**src/rtl/instruction_encoder_pkg.sv**
```systemverilog
// Shared opcode, format and error definitions
// for the RV32I instruction encoder.
package instruction_encoder_pkg;

  localparam logic [6:0] OPC_LOAD   = 7'b0000011;
  localparam logic [6:0] OPC_FENCE  = 7'b0001111;
  localparam logic [6:0] OPC_OP_IMM = 7'b0010011;
  localparam logic [6:0] OPC_AUIPC  = 7'b0010111;
  localparam logic [6:0] OPC_STORE  = 7'b0100011;
  localparam logic [6:0] OPC_OP     = 7'b0110011;
  localparam logic [6:0] OPC_LUI    = 7'b0110111;
  localparam logic [6:0] OPC_BRANCH = 7'b1100011;
  localparam logic [6:0] OPC_JALR   = 7'b1100111;
  localparam logic [6:0] OPC_JAL    = 7'b1101111;
  localparam logic [6:0] OPC_SYSTEM = 7'b1110011;

  typedef enum logic [2:0] {
    FMT_R,
    FMT_I,
    FMT_S,
    FMT_B,
    FMT_U,
    FMT_J,
    FMT_X
  } fmt_e;

  typedef enum logic [1:0] {
    ERR_OK    = 2'b00,
    ERR_RANGE = 2'b01,
    ERR_ALIGN = 2'b10,
    ERR_OPC   = 2'b11
  } err_e;

  typedef struct packed {
    logic [31:0] instr;
    err_e        err;
  } enc_t;

  // True when v[31:msb] is a pure sign extension.
  function automatic logic sext_ok(
    input logic [31:0] v,
    input int          msb
  );
    logic ok;
    ok = 1'b1;
    for (int i = 0; i < 32; i++)
      if (i >= msb && v[i] != v[msb])
        ok = 1'b0;
    return ok;
  endfunction

endpackage

```
**src/rtl/instruction_encoder_if.sv**
```systemverilog
// Request / result bundle of the encoder;
// slave is the encoder side, master the requester side.
interface instruction_encoder_if;

  logic        in_valid;
  logic        in_ready;
  logic [6:0]  opcode;
  logic [2:0]  funct3;
  logic [6:0]  funct7;
  logic [4:0]  rd;
  logic [4:0]  rs1;
  logic [4:0]  rs2;
  logic [31:0] imm;

  logic        out_valid;
  logic        out_ready;
  logic [31:0] instr;
  instruction_encoder_pkg::err_e err;

  modport slave (
    input  in_valid, opcode, funct3, funct7,
    input  rd, rs1, rs2, imm, out_ready,
    output in_ready, out_valid, instr, err
  );

  modport master (
    output in_valid, opcode, funct3, funct7,
    output rd, rs1, rs2, imm, out_ready,
    input  in_ready, out_valid, instr, err
  );

endinterface

```
**src/rtl/instruction_encoder_imm_field_packer.sv**
```systemverilog
// Combinational field scatter and immediate
// range / alignment check for one request.
module imm_field_packer
  import instruction_encoder_pkg::*;
(
  input  logic [6:0]  opcode_i,
  input  logic [2:0]  funct3_i,
  input  logic [6:0]  funct7_i,
  input  logic [4:0]  rd_i,
  input  logic [4:0]  rs1_i,
  input  logic [4:0]  rs2_i,
  input  logic [31:0] imm_i,
  output logic [31:0] word_o,
  output err_e        err_o
);

  fmt_e fmt;
  logic shamt;
  logic rng_bad;
  logic aln_bad;

  always_comb begin
    fmt = FMT_X;
    unique case (opcode_i)
      OPC_OP:     fmt = FMT_R;
      OPC_JALR,
      OPC_LOAD,
      OPC_OP_IMM,
      OPC_FENCE,
      OPC_SYSTEM: fmt = FMT_I;
      OPC_STORE:  fmt = FMT_S;
      OPC_BRANCH: fmt = FMT_B;
      OPC_LUI,
      OPC_AUIPC:  fmt = FMT_U;
      OPC_JAL:    fmt = FMT_J;
      default:    fmt = FMT_X;
    endcase
  end

  assign shamt = (opcode_i == OPC_OP_IMM) &&
                 (funct3_i == 3'b001 ||
                  funct3_i == 3'b101);

  always_comb begin
    word_o  = '0;
    rng_bad = 1'b0;
    aln_bad = 1'b0;
    unique case (fmt)
      FMT_R: word_o = {funct7_i, rs2_i, rs1_i,
                       funct3_i, rd_i, opcode_i};
      FMT_I: begin
        if (shamt) begin
          word_o  = {funct7_i, imm_i[4:0], rs1_i,
                     funct3_i, rd_i, opcode_i};
          rng_bad = |imm_i[31:5];
        end else begin
          word_o  = {imm_i[11:0], rs1_i,
                     funct3_i, rd_i, opcode_i};
          rng_bad = !sext_ok(imm_i, 11);
        end
      end
      FMT_S: begin
        word_o  = {imm_i[11:5], rs2_i, rs1_i,
                   funct3_i, imm_i[4:0], opcode_i};
        rng_bad = !sext_ok(imm_i, 11);
      end
      FMT_B: begin
        word_o  = {imm_i[12], imm_i[10:5], rs2_i,
                   rs1_i, funct3_i, imm_i[4:1],
                   imm_i[11], opcode_i};
        rng_bad = !sext_ok(imm_i, 12);
        aln_bad = imm_i[0];
      end
      FMT_U: begin
        word_o  = {imm_i[31:12], rd_i, opcode_i};
        aln_bad = |imm_i[11:0];
      end
      FMT_J: begin
        word_o  = {imm_i[20], imm_i[10:1],
                   imm_i[11], imm_i[19:12],
                   rd_i, opcode_i};
        rng_bad = !sext_ok(imm_i, 20);
        aln_bad = imm_i[0];
      end
      default: word_o = '0;
    endcase
  end

  always_comb begin
    if (fmt == FMT_X)  err_o = ERR_OPC;
    else if (rng_bad)  err_o = ERR_RANGE;
    else if (aln_bad)  err_o = ERR_ALIGN;
    else               err_o = ERR_OK;
  end

endmodule

```
**src/rtl/instruction_encoder.sv**
```systemverilog
// Two-stage valid/ready RV32I encoder with
// NOP substitution and a saturating error count.
module instruction_encoder
  import instruction_encoder_pkg::*;
#(
  parameter logic [31:0] NOP_WORD  = 32'h00000013,
  parameter int          ERR_CNT_W = 8
) (
  input  logic                 clk,
  input  logic                 reset_n,
  instruction_encoder_if.slave bus,
  output logic [ERR_CNT_W-1:0] err_count
);

  logic [31:0] pk_word;
  err_e        pk_err;
  enc_t        pk;

  logic s1_v_q, s1_v_d;
  enc_t s1_q,   s1_d;
  logic s2_v_q, s2_v_d;
  enc_t s2_q,   s2_d;
  logic [ERR_CNT_W-1:0] cnt_q, cnt_d;

  logic s2_load;
  logic s1_adv;
  logic accept;
  logic xfer;

  imm_field_packer u_pack (
    .opcode_i (bus.opcode),
    .funct3_i (bus.funct3),
    .funct7_i (bus.funct7),
    .rd_i     (bus.rd),
    .rs1_i    (bus.rs1),
    .rs2_i    (bus.rs2),
    .imm_i    (bus.imm),
    .word_o   (pk_word),
    .err_o    (pk_err)
  );

  assign pk.err   = pk_err;
  assign pk.instr = (pk_err != ERR_OK) ?
                    NOP_WORD : pk_word;

  assign s2_load = !s2_v_q || bus.out_ready;
  assign s1_adv  = s1_v_q && s2_load;
  assign accept  = bus.in_valid && bus.in_ready;
  assign xfer    = s2_v_q && bus.out_ready;

  assign bus.in_ready  = !s1_v_q || s2_load;
  assign bus.out_valid = s2_v_q;
  assign bus.instr     = s2_q.instr;
  assign bus.err       = s2_q.err;
  assign err_count     = cnt_q;

  always_comb begin
    s1_v_d = s1_v_q;
    s1_d   = s1_q;
    if (accept) begin
      s1_v_d = 1'b1;
      s1_d   = pk;
    end else if (s1_adv) begin
      s1_v_d = 1'b0;
    end
  end

  // S2 refills from S1 in the same cycle it drains.
  always_comb begin
    s2_v_d = s2_v_q;
    s2_d   = s2_q;
    if (s2_load) begin
      s2_v_d = s1_v_q;
      if (s1_v_q)
        s2_d = s1_q;
    end
  end

  always_comb begin
    cnt_d = cnt_q;
    if (xfer && s2_q.err != ERR_OK &&
        cnt_q != '1)
      cnt_d = cnt_q + ERR_CNT_W'(1);
  end

  always_ff @(posedge clk or negedge reset_n) begin
    if (!reset_n) begin
      s1_v_q <= 1'b0;
      s1_q   <= '0;
      s2_v_q <= 1'b0;
      s2_q   <= '0;
      cnt_q  <= '0;
    end else begin
      s1_v_q <= s1_v_d;
      s1_q   <= s1_d;
      s2_v_q <= s2_v_d;
      s2_q   <= s2_d;
      cnt_q  <= cnt_d;
    end
  end

endmodule

```
**src/flat_wrapper.sv**
```systemverilog
// flat-port wrapper written by rule: the top's interface ports become plain ports
module instruction_encoder_flat import instruction_encoder_pkg::*;
#(
  parameter logic [31:0] NOP_WORD  = 32'h00000013,
  parameter int          ERR_CNT_W = 8
)
  (clk, reset_n, err_count, bus_in_valid, bus_opcode, bus_funct3, bus_funct7, bus_rd, bus_rs1, bus_rs2, bus_imm, bus_out_ready, bus_in_ready, bus_out_valid, bus_instr, bus_err);
  instruction_encoder_if bus_i ();
  input  logic clk;
  input  logic reset_n;
  output logic [ERR_CNT_W-1:0] err_count;
  input wire logic [$bits(bus_i.in_valid)-1:0] bus_in_valid;
  input wire logic [$bits(bus_i.opcode)-1:0] bus_opcode;
  input wire logic [$bits(bus_i.funct3)-1:0] bus_funct3;
  input wire logic [$bits(bus_i.funct7)-1:0] bus_funct7;
  input wire logic [$bits(bus_i.rd)-1:0] bus_rd;
  input wire logic [$bits(bus_i.rs1)-1:0] bus_rs1;
  input wire logic [$bits(bus_i.rs2)-1:0] bus_rs2;
  input wire logic [$bits(bus_i.imm)-1:0] bus_imm;
  input wire logic [$bits(bus_i.out_ready)-1:0] bus_out_ready;
  output wire logic [$bits(bus_i.in_ready)-1:0] bus_in_ready;
  output wire logic [$bits(bus_i.out_valid)-1:0] bus_out_valid;
  output wire logic [$bits(bus_i.instr)-1:0] bus_instr;
  output wire logic [$bits(bus_i.err)-1:0] bus_err;
  assign bus_i.in_valid = bus_in_valid;
  assign bus_i.opcode = bus_opcode;
  assign bus_i.funct3 = bus_funct3;
  assign bus_i.funct7 = bus_funct7;
  assign bus_i.rd = bus_rd;
  assign bus_i.rs1 = bus_rs1;
  assign bus_i.rs2 = bus_rs2;
  assign bus_i.imm = bus_imm;
  assign bus_i.out_ready = bus_out_ready;
  assign bus_in_ready = bus_i.in_ready;
  assign bus_out_valid = bus_i.out_valid;
  assign bus_instr = bus_i.instr;
  assign bus_err = bus_i.err;
  instruction_encoder #(.NOP_WORD(NOP_WORD), .ERR_CNT_W(ERR_CNT_W)) u_core (.clk(clk), .reset_n(reset_n), .bus(bus_i), .err_count(err_count));
endmodule
```
**config.mk**
```make
export PLATFORM = sky130hd
export DESIGN_NAME = instruction_encoder_flat
export DESIGN_NICKNAME = d
export VERILOG_FILES = /design/src/rtl/instruction_encoder_pkg.sv /design/src/rtl/instruction_encoder_if.sv /design/src/rtl/instruction_encoder_imm_field_packer.sv /design/src/rtl/instruction_encoder.sv /design/src/flat_wrapper.sv
export SDC_FILE = /design/constraint.sdc
export NUM_CORES = 1
export LEC_CHECK = 0
export CAP_MARGIN = 5
export CELL_PAD_IN_SITES_DETAIL_PLACEMENT = 1
export CELL_PAD_IN_SITES_GLOBAL_PLACEMENT = 2
export CORE_MARGIN = 4
export CORE_UTILIZATION = 33
export CTS_BUF_LIST = sky130_fd_sc_hd__clkbuf_4
export CTS_CLUSTER_DIAMETER = 200
export DETAILED_ROUTE_END_ITERATION = 8
export GPL_ROUTABILITY_DRIVEN = 0
export PLACE_DENSITY = 0.95
export SETUP_SLACK_MARGIN = 0.1
export SLEW_MARGIN = 20
export SYNTH_ARGS = -nofsm -noshare
export SYNTH_HDL_FRONTEND = slang
export SYNTH_SLANG_ARGS = --single-unit
```
**constraint.sdc**
```tcl
create_clock -name clk -period 5.4 [get_ports clk]
set_clock_uncertainty 0.05 [all_clocks]
set_input_delay 1.08 -clock clk [delete_from_list [all_inputs] [get_ports clk]]
set_output_delay 1.08 -clock clk [all_outputs]
set_load 0.02 [all_outputs]
```
**Word-level counts from Yosys, hierarchy flattened**

Cells that the tools add are included.
W data, S select, Z words.

- Register bits: 78
- Output and inout bits: 44
- Bits of input ports: 68
- Word-level logic and storage cells: 170

- Add/sub/neg operators: 1
- Equality and inequality tests: 70
- Muxes and demuxes: 67
- Reductions and logical operators: 25

Operators by type and width:

| cell | number |
|---|---|
| $pmux W32 S6 | 1 |
| $mux W32 | 2 |
| $mux W1 | 58 |
| $ne A1 B1 Y1 | 50 |
| $eq A7 B7 Y1 const B | 4 |
| $reduce_or A27 Y1 | 1 |
| $eq A7 B6 Y1 const B | 3 |
| $pmux W3 S6 | 1 |
| $eq A7 B5 Y1 const B | 2 |
| $eq A3 B3 Y1 const B | 4 |
| $reduce_or A12 Y1 | 1 |
| $add A8 B1 Y8 const B | 1 |
| $ne A8 B8 Y1 const B | 1 |
| $eq A7 B2 Y1 const B | 1 |
| $eq A7 B4 Y1 const B | 1 |
| $eq A3 B1 Y1 const B | 2 |
| $eq A3 B2 Y1 const B | 2 |
| $logic_and A1 B1 Y1 | 6 |
| $logic_not A1 Y1 | 6 |
| $mux W2 | 3 |
| $reduce_bool A2 Y1 | 3 |
| $reduce_or A5 Y1 | 1 |
| $pmux W1 S4 | 1 |
| $reduce_or A2 Y1 | 2 |
| 4 further kinds | 6 |

**Longest topological paths before layout**

Gate-level depths: netlist of run 1.

- Depth in word-level cells: 30
- Gate-level depth with buffers: 13
- Gate-level depth less buffers: 11

**Hierarchy**

Synthesis of run 1 repeated with hierarchy kept, for this count alone.

- Cell total of the unflattened synthesis: 430
- Area, all modules: 4608.2 um2

By module, submodules not included:

| module | area an instance (um2) | times used | seq. area each (um2) | cells an instance |
|---|---|---|---|---|
| instruction_encoder | 3368.2 | 1 | 1951.9 | 235 |
| imm_field_packer | 1239.9 | 1 | 0.0 | 195 |

**Worst setup path after synthesis of run 1**

Ideal clock, no wire load.

- Kind: in2reg
- Start point: in bus_opcode[6]
- End point: reg u_core.s1_q[23] (netlist name)
- Arrival: 3546 ps
- Path buffers: 2
- Stages: 12
- Required time: 5268 ps
- Slack: 1722 ps
- Library setup time: 82 ps
- Cells stage by stage: buf_2 and4b_1 o211ai_1 ha_1 a21boi_0 o311ai_0 a21oi_1 a32o_1 a211oi_4 nand3_4 buf_6 a22oi_2

- Cells in the longest elaborated chain, start to end: 11
- Elaborated cells between the ends (all ways): 32
- Those cells by class: eq/ne (17); mux (9); reduce/logical (6)

RTL lines:

| item | RTL line | text |
|---|---|---|
| start: declaration | flat_wrapper.sv:13 | `input wire logic [$bits(bus_i.opcode)-1:0] bus_opcode;` |
| $eq A7 B5 Y1, or another cell as far along | instruction_encoder_imm_field_packer.sv:24, instruction_encoder_imm_field_packer.sv:40 |  |
| $reduce_or A5 Y1 or $reduce_or A2 Y1 (tied branches) | instruction_encoder_imm_field_packer.sv:24 | `unique case (opcode_i)` |
| $pmux W3 S6 | instruction_encoder_imm_field_packer.sv:24 |  |
| $eq A3 B3 Y1 or $eq A3 B2 Y1 (tied branches) | instruction_encoder_imm_field_packer.sv:48 | `unique case (fmt)` |
| $reduce_or A2 Y1 (no source line) | n/a |  |
| $pmux W1 S2 | instruction_encoder_imm_field_packer.sv:48 |  |
| $mux W2 | instruction_encoder_imm_field_packer.sv:92 | `else if (aln_bad) err_o = ERR_ALIGN;` |
| $mux W2 | instruction_encoder_imm_field_packer.sv:91 | `else if (rng_bad) err_o = ERR_RANGE;` |
| $mux W2 | instruction_encoder_imm_field_packer.sv:90 | `if (fmt == FMT_X) err_o = ERR_OPC;` |
| $reduce_bool A2 Y1 | instruction_encoder.sv:43 | `assign pk.instr = (pk_err != ERR_OK) ?` |
| $mux W32 * | instruction_encoder.sv:43 |  |
| end signal: assignment | instruction_encoder.sv:89 | `s1_q <= '0;` |
| end signal: assignment | instruction_encoder.sv:95 | `s1_q <= s1_d;` |
| end: declaration | instruction_encoder.sv:20 | `enc_t s1_q, s1_d;` |

Mark *: on every way between the ends. The rest lies on a longest branch, timed or not.
A chain may end at the register's enable or synchronous reset.

**Final worst setup path of run 1**

- Start point: in bus_opcode[4]
- End point: reg u_core.s1_q[12] (netlist name)

Same word-level chain as after synthesis.

==> results of run 1 <==
[logic make-up (layout without fill, tap and decap cells)]
group	after synthesis	in the layout	synth area share (%)
other	0	1	0
muxes	47	47	12.8
adders and majority gates	3	3	0.936
xor gates and xnor gates	7	7	1.53
and+or+nand+nor	132	132	16.3
AOI/OAI and AO/OA	76	76	16.9
buffers and inverters	21	135	2.90
DFF	78	78	48.7
[how the worst max path moves through the flow]
stage,from,to,slack (ns),depth (start not counted)
after global routing,bus_opcode[4],u_core.s1_q[9]$_DFFE_PN0P_,0.50,11
after CTS,bus_opcode[4],u_core.s1_q[12]$_DFFE_PN0P_,0.87,11
after floorplan,bus_opcode[6],u_core.s1_q[23]$_DFFE_PN0P_,1.72,12
after global placement,bus_opcode[6],u_core.s1_q[13]$_DFFE_PN0P_,0.70,11
final,bus_opcode[4],u_core.s1_q[12]$_DFFE_PN0P_,0.82,11
after detailed placement,bus_opcode[4],u_core.s1_q[12]$_DFFE_PN0P_,0.44,11
[sequential cells by signal (all words and copies together) (netlist names)]
register	count
u_core.s1_v_q	1
u_core.bus.instr	32
u_core.bus.out_valid	1
u_core.s1_q	34
u_core.bus.err	2
u_core.err_count	8
[through the flow]
stage | area [um2] | hold slack (ns) | setup slack [ns]
floorplan | 4010 | 0.385 | 1.72
CTS | 5380 | 0.439 | 0.872
global placement | 5230 | 0.404 | 0.702
detailed placement | 5230 | 0.410 | 0.435
finish | 5390 | 0.434 | 0.824
global route | 5390 | 0.474 | 0.502
[cells in the final DEF (no fill, tap or decap), types with 6 or more instances in the layout]
cell             instances
o21ai_0                 12
clkdlybuf4s50_1        110
nor2_1                  19
a21oi_1                  7
clkbuf_4                10
mux2i_1                 13
nor4_1                   7
o21ai_2                  8
mux2_2                  34
xnor2_1                  6
nand2_1                 62
a22oi_2                 10
dfrtp_1                 78
nand4_1                  7
nand3_1                  9
a222oi_1                12
[routing by layer]
metal	share of wire, %	up-vias
li1	-	1565
met4	1.9	0
met3	4.9	16
met1	43	1738
met2	50	102
met5	0	-
[worst max-delay path: stages]
cell and delay, ns:
clkdlybuf4s50_1 0.74, and4b_1 0.25, o211ai_1 0.36, ha_1 0.34
nor2_1 0.09, o311ai_0 0.47, a21oi_1 0.24, a32o_1 0.31
a211oi_4 0.25, nand3_4 0.40, o21ai_0 0.31
[power groups by stage]
stage               Sequential, W  Clock, W  Combinational (W)
floorplan                0.000691         0          0.0000990
global placement         0.000660         0           0.000283
detailed placement       0.000664         0           0.000290
CTS                      0.000653  0.000402           0.000291
global route             0.000660  0.000433           0.000308
finish                   0.000652  0.000388           0.000287
[layout make-up]
type	count	area share, %
multi-input combinational	265	36.1
antenna	1	0.0465
clock inverter	6	1.42
inverter	5	0.348
timing repair buffer	114	21.1
clock buffer	10	1.39
sequential	78	36.2
tap	147	3.41
==> metrics, run 1 <==
status=completed; DRT antenna net count=0; register area=1950 um2; sw frac=28.7%; top post-synthesis cells by area=dfrtp_1 49%, mux2_2 9.5%, nand2_1 5.8%, mux2i_1 3.2%, a22oi_2 3.1%; first-pass GRT wire length=19.8 mm; I/O Pins=112; Clock Pin Slew Worst Setup and Hold Paths=0.12 ns; slew margin rel.=51.4%; DRT Wirelength=12.3 mm; FP Rows=40; max-slew violations=0; Most Crowded Layer GR=met2; WL per Instance=19.7 um; worst hold path type=reg -> reg; post-synthesis register bit count=78; Period minus WS final=4.58 ns; layout cells sized above 1=16.7%; total setup buffers inserted after CTS=0; M3 GR Usage=3.88%; Hold Path Origin=u_core.s1_q[1]$_DFFE_PN0P_; Util after Layout=45.0%; Reg-to-Reg End=u_core.s1_q[12]$_DFFE_PN0P_; area of the die=14,000 um2; RSZ-0062 raised after global routing=false; Post-Syn Area=4010 um2; critical path launch point type=input pin; gr usage total=17.8%; clk root buf=clkbuf_4; hpwl dp=9.21 mm; CTS resizes=0; Layout fillers=1,314; Tightest Pin Transition=0.728 ns; fin cells=626; TNS Setup=0 ns; Clock Power Share=29.2%; GRT overflow=0; cell accounting for the most synthesized area=dfrtp_1; DIE HEIGHT=118 um; Hold Path Depth=2; Setup crit end kind=register; core area=12,000 um2; reg2reg setup slack=3.05 ns; P_sw=0.000381 W; YS warnings=0; Pint=0.000946 W; initial antenna violation count=1; syn nets=435; Synth top cells by count=78 x dfrtp_1, 62 x nand2_1, 34 x mux2_2; Starting Density=33.5%; Worst R2R Start=u_core.bus.out_valid$_DFFE_PN0P_; synth-to-layout area growth=34.3%; Tot Pwr=0.00133 W; CTS Buffer Depth=2; Final nets=544; Crit Path Max Fanout=25; Seq/Total Area, Yosys=48.7%; DRC viols=0; FF-to-FF path depth=6; asr flop ratio synth=100%; leakage=2.23 nW; Inst Count DP=609; detailed-route via count=3,421; period utilisation layout=84.7%; die width=118 um; largest net degree at the start of global routing=79; CTS tree=built; FMAX=0.219 GHz; most common flop cell mapped by yosys=dfrtp_1; vias per std cell=5.46; # setup viols final=0; Distinct cells, synth=58; clk_lat worst skew=0.41 ns; Hold Path Sink=u_core.s1_q[1]$_DFFE_PN0P_; vias in the first global route=3,689; Global Route met1 Usage=22.6%; TritonCTS buffer count=9; endpoints failing hold=0; Clock Sinks=78; CTS H-Tree Depth=3; area of the multi-input gates=1940 um2; peak supply drop=116 uV; logic gate share of total power=21.7%; Reg power frac=49.1%; Hold Buf Count CTS=0; Post-synth EDFFs=0; data required time of the worst path=5.68 ns; max cap viols=0; syn_area_per_cell=11.0 um2; Cell Pwr Density=246 nW/um2; drt initial violations=245; Yosys top cell area share=48.7%; most frequent cell after synthesis=dfrtp_1; Arrival @ worst endpoint=4.85 ns; # port buffers=111; 1st-pass router iterations=5; Crit Path Category=in -> reg; Syn Inst Count=364; met2 usage=29.7%
No activity file was read; power rests on OpenSTA's default activity.
==> inputs of run 2 (changes only) <==
- CORE_UTILIZATION: 33 -> 31
- PLACE_DENSITY: 0.95 -> 0.92
- clock period: 5.4 -> 4.74 ns (I/O delays scaled with it)
==> run 2 against run 1 <==
Effect of this change:
- non-clock buffer count increased by 7
- combinational power rose by 16%
- final area grew 2.5%
- routed wire length decreased by 0.20%
- power is 23% higher
- sequential share of layout area decreased by 0.88 points
- largest power group unchanged
- register-to-register slack got worse by 0.62 ns
- critical path depth increased by 1
- die area increased by 6.0%
- flip-flop and latch count unchanged
- highest routed layer unchanged
- hold slack gained 0.0070 ns
- via count up 0.94%
==> metrics, run 2 (synthesis results as in run 1) <==
1st-pass router iterations=5; reg2reg setup slack=2.43 ns; CTS H-Tree Depth=3; FF-to-FF path depth=6; Hold Buf Count CTS=0; die width=122 um; status=completed; Hold Path Origin=u_core.s1_q[18]$_DFFE_PN0P_; CTS resizes=0; slew margin rel.=31.4%; vias in the first global route=3,634; DRT antenna net count=0; core area=12,600 um2; leakage=2.29 nW; worst hold path type=reg -> reg; period utilisation layout=83.2%; total setup buffers inserted after CTS=0; Final nets=551; area of the die=14,800 um2; Period minus WS final=3.94 ns; register area=1950 um2; Crit Path Category=in -> reg; clk_lat worst skew=0.42 ns; Clock Pin Slew Worst Setup and Hold Paths=0.12 ns; gr usage total=16.9%; GRT overflow=0; synth-to-layout area growth=37.6%; clk root buf=clkbuf_4; Util after Layout=43.7%; initial antenna violation count=0; Hold Path Depth=2; I/O Pins=112; data required time of the worst path=5.02 ns; critical path launch point type=input pin; Hold Path Sink=u_core.s1_q[18]$_DFFE_PN0P_; CTS tree=built; Cell Pwr Density=296 nW/um2; commonest non-fill, non-tap cell in the layout=clkdlybuf4s50_1; # port buffers=111; endpoints failing hold=0; largest net degree at the start of global routing=79; max reg flops=34; Arrival @ worst endpoint=4.22 ns; Reg-to-Reg End=u_core.s1_q[10]$_DFFE_PN0P_; drt initial violations=171; Biggest register=u_core.s1_q; DRT Wirelength=12.3 mm; vias per std cell=5.26; WL per Instance=18.7 um; TritonCTS buffer count=9; hpwl dp=9.46 mm; first-pass GRT wire length=19.6 mm; Crit Path Max Fanout=25; commonest non-fill, non-tap cells in the layout=110 x clkdlybuf4s50_1, 78 x dfrtp_1, 62 x nand2_1; Worst R2R Start=u_core.bus.out_valid$_DFFE_PN0P_; Setup crit end kind=register; Tightest Pin Transition=1.02 ns; DIE HEIGHT=122 um; CTS Buffer Depth=2; RSZ-0062 raised after global routing=false; n_diodes=0; Clock Sinks=78; area of the multi-input gates=1940 um2; peak supply drop=148 uV; max-slew violations=0; layout cells sized above 1=18.1%; Starting Density=31.8%; # setup viols final=0; FP Rows=41; FMAX=0.254 GHz; Layout fillers=1,443; max cap viols=0; detailed-route via count=3,453; DRC viols=0; TNS Setup=0 ns
[run 2: critical path, stage by stage]
cell and delay, ns:
clkdlybuf4s50_1 0.52, and4bb_1 0.27, nand2_1 0.14, or2_2 0.14
ha_1 0.24, nor2_1 0.08, o311ai_0 0.42, a21oi_1 0.22
a32o_1 0.30, a211oi_4 0.24, nand3_4 0.39, o21ai_0 0.30
[run 2: area by class of cell]
type | count | share of cell area, %
sequential | 78 | 35.4
tap | 172 | 3.90
clock inverter | 7 | 2.47
multi-input combinational | 265 | 35.2
timing repair buffer | 121 | 21.5
inverter | 5 | 0.340
clock buffer | 9 | 1.22
[run 2: how the worst max path moves through the flow]
stage / start / end / slack [ns] / cells after the start
2_1_floorplan: bus_opcode[6] / u_core.s1_q[23]$_DFFE_PN0P_ / 1.19 / 12
3_3_place_gp: bus_opcode[6] / u_core.s1_q[12]$_DFFE_PN0P_ / 0.48 / 12
3_5_place_dp: bus_opcode[3] / u_core.s1_q[10]$_DFFE_PN0P_ / 0.34 / 12
4_1_cts: bus_opcode[3] / u_core.s1_q[10]$_DFFE_PN0P_ / 0.82 / 12
5_1_grt: bus_opcode[3] / u_core.s1_q[13]$_DFFE_PN0P_ / 0.50 / 12
6_report: bus_opcode[3] / u_core.s1_q[10]$_DFFE_PN0P_ / 0.80 / 12
[run 2: power breakdown]
group	internal, W	leakage, nW	switching, W
combinational	0.000163	1.15	0.000169
clock	0.000318	0.105	0.000240
sequential	0.000703	1.03	0.0000392
total	0.00118	2.29	0.000448
[run 2: routing by layer]
layer	track usage, %	vias to the layer above	wire, um
li1	-	1590	-
met2	27.8	106	5920
met5	0	-	0
met4	5.74	0	184
met3	3.39	15	635
met1	22.3	1742	5540
[run 2: per-stage QoR]
step                area, um2  setup slack (ns)  hold WS [ns]  total power [W]  std cells
floorplan                4010              1.19         0.385         0.000900        364
global placement         5310             0.477         0.407          0.00108        641
detailed placement       5310             0.339         0.415          0.00109        641
CTS                      5520             0.822         0.444          0.00166        657
global route             5520             0.503         0.478          0.00171        657
finish                   5520             0.796         0.440          0.00163        657
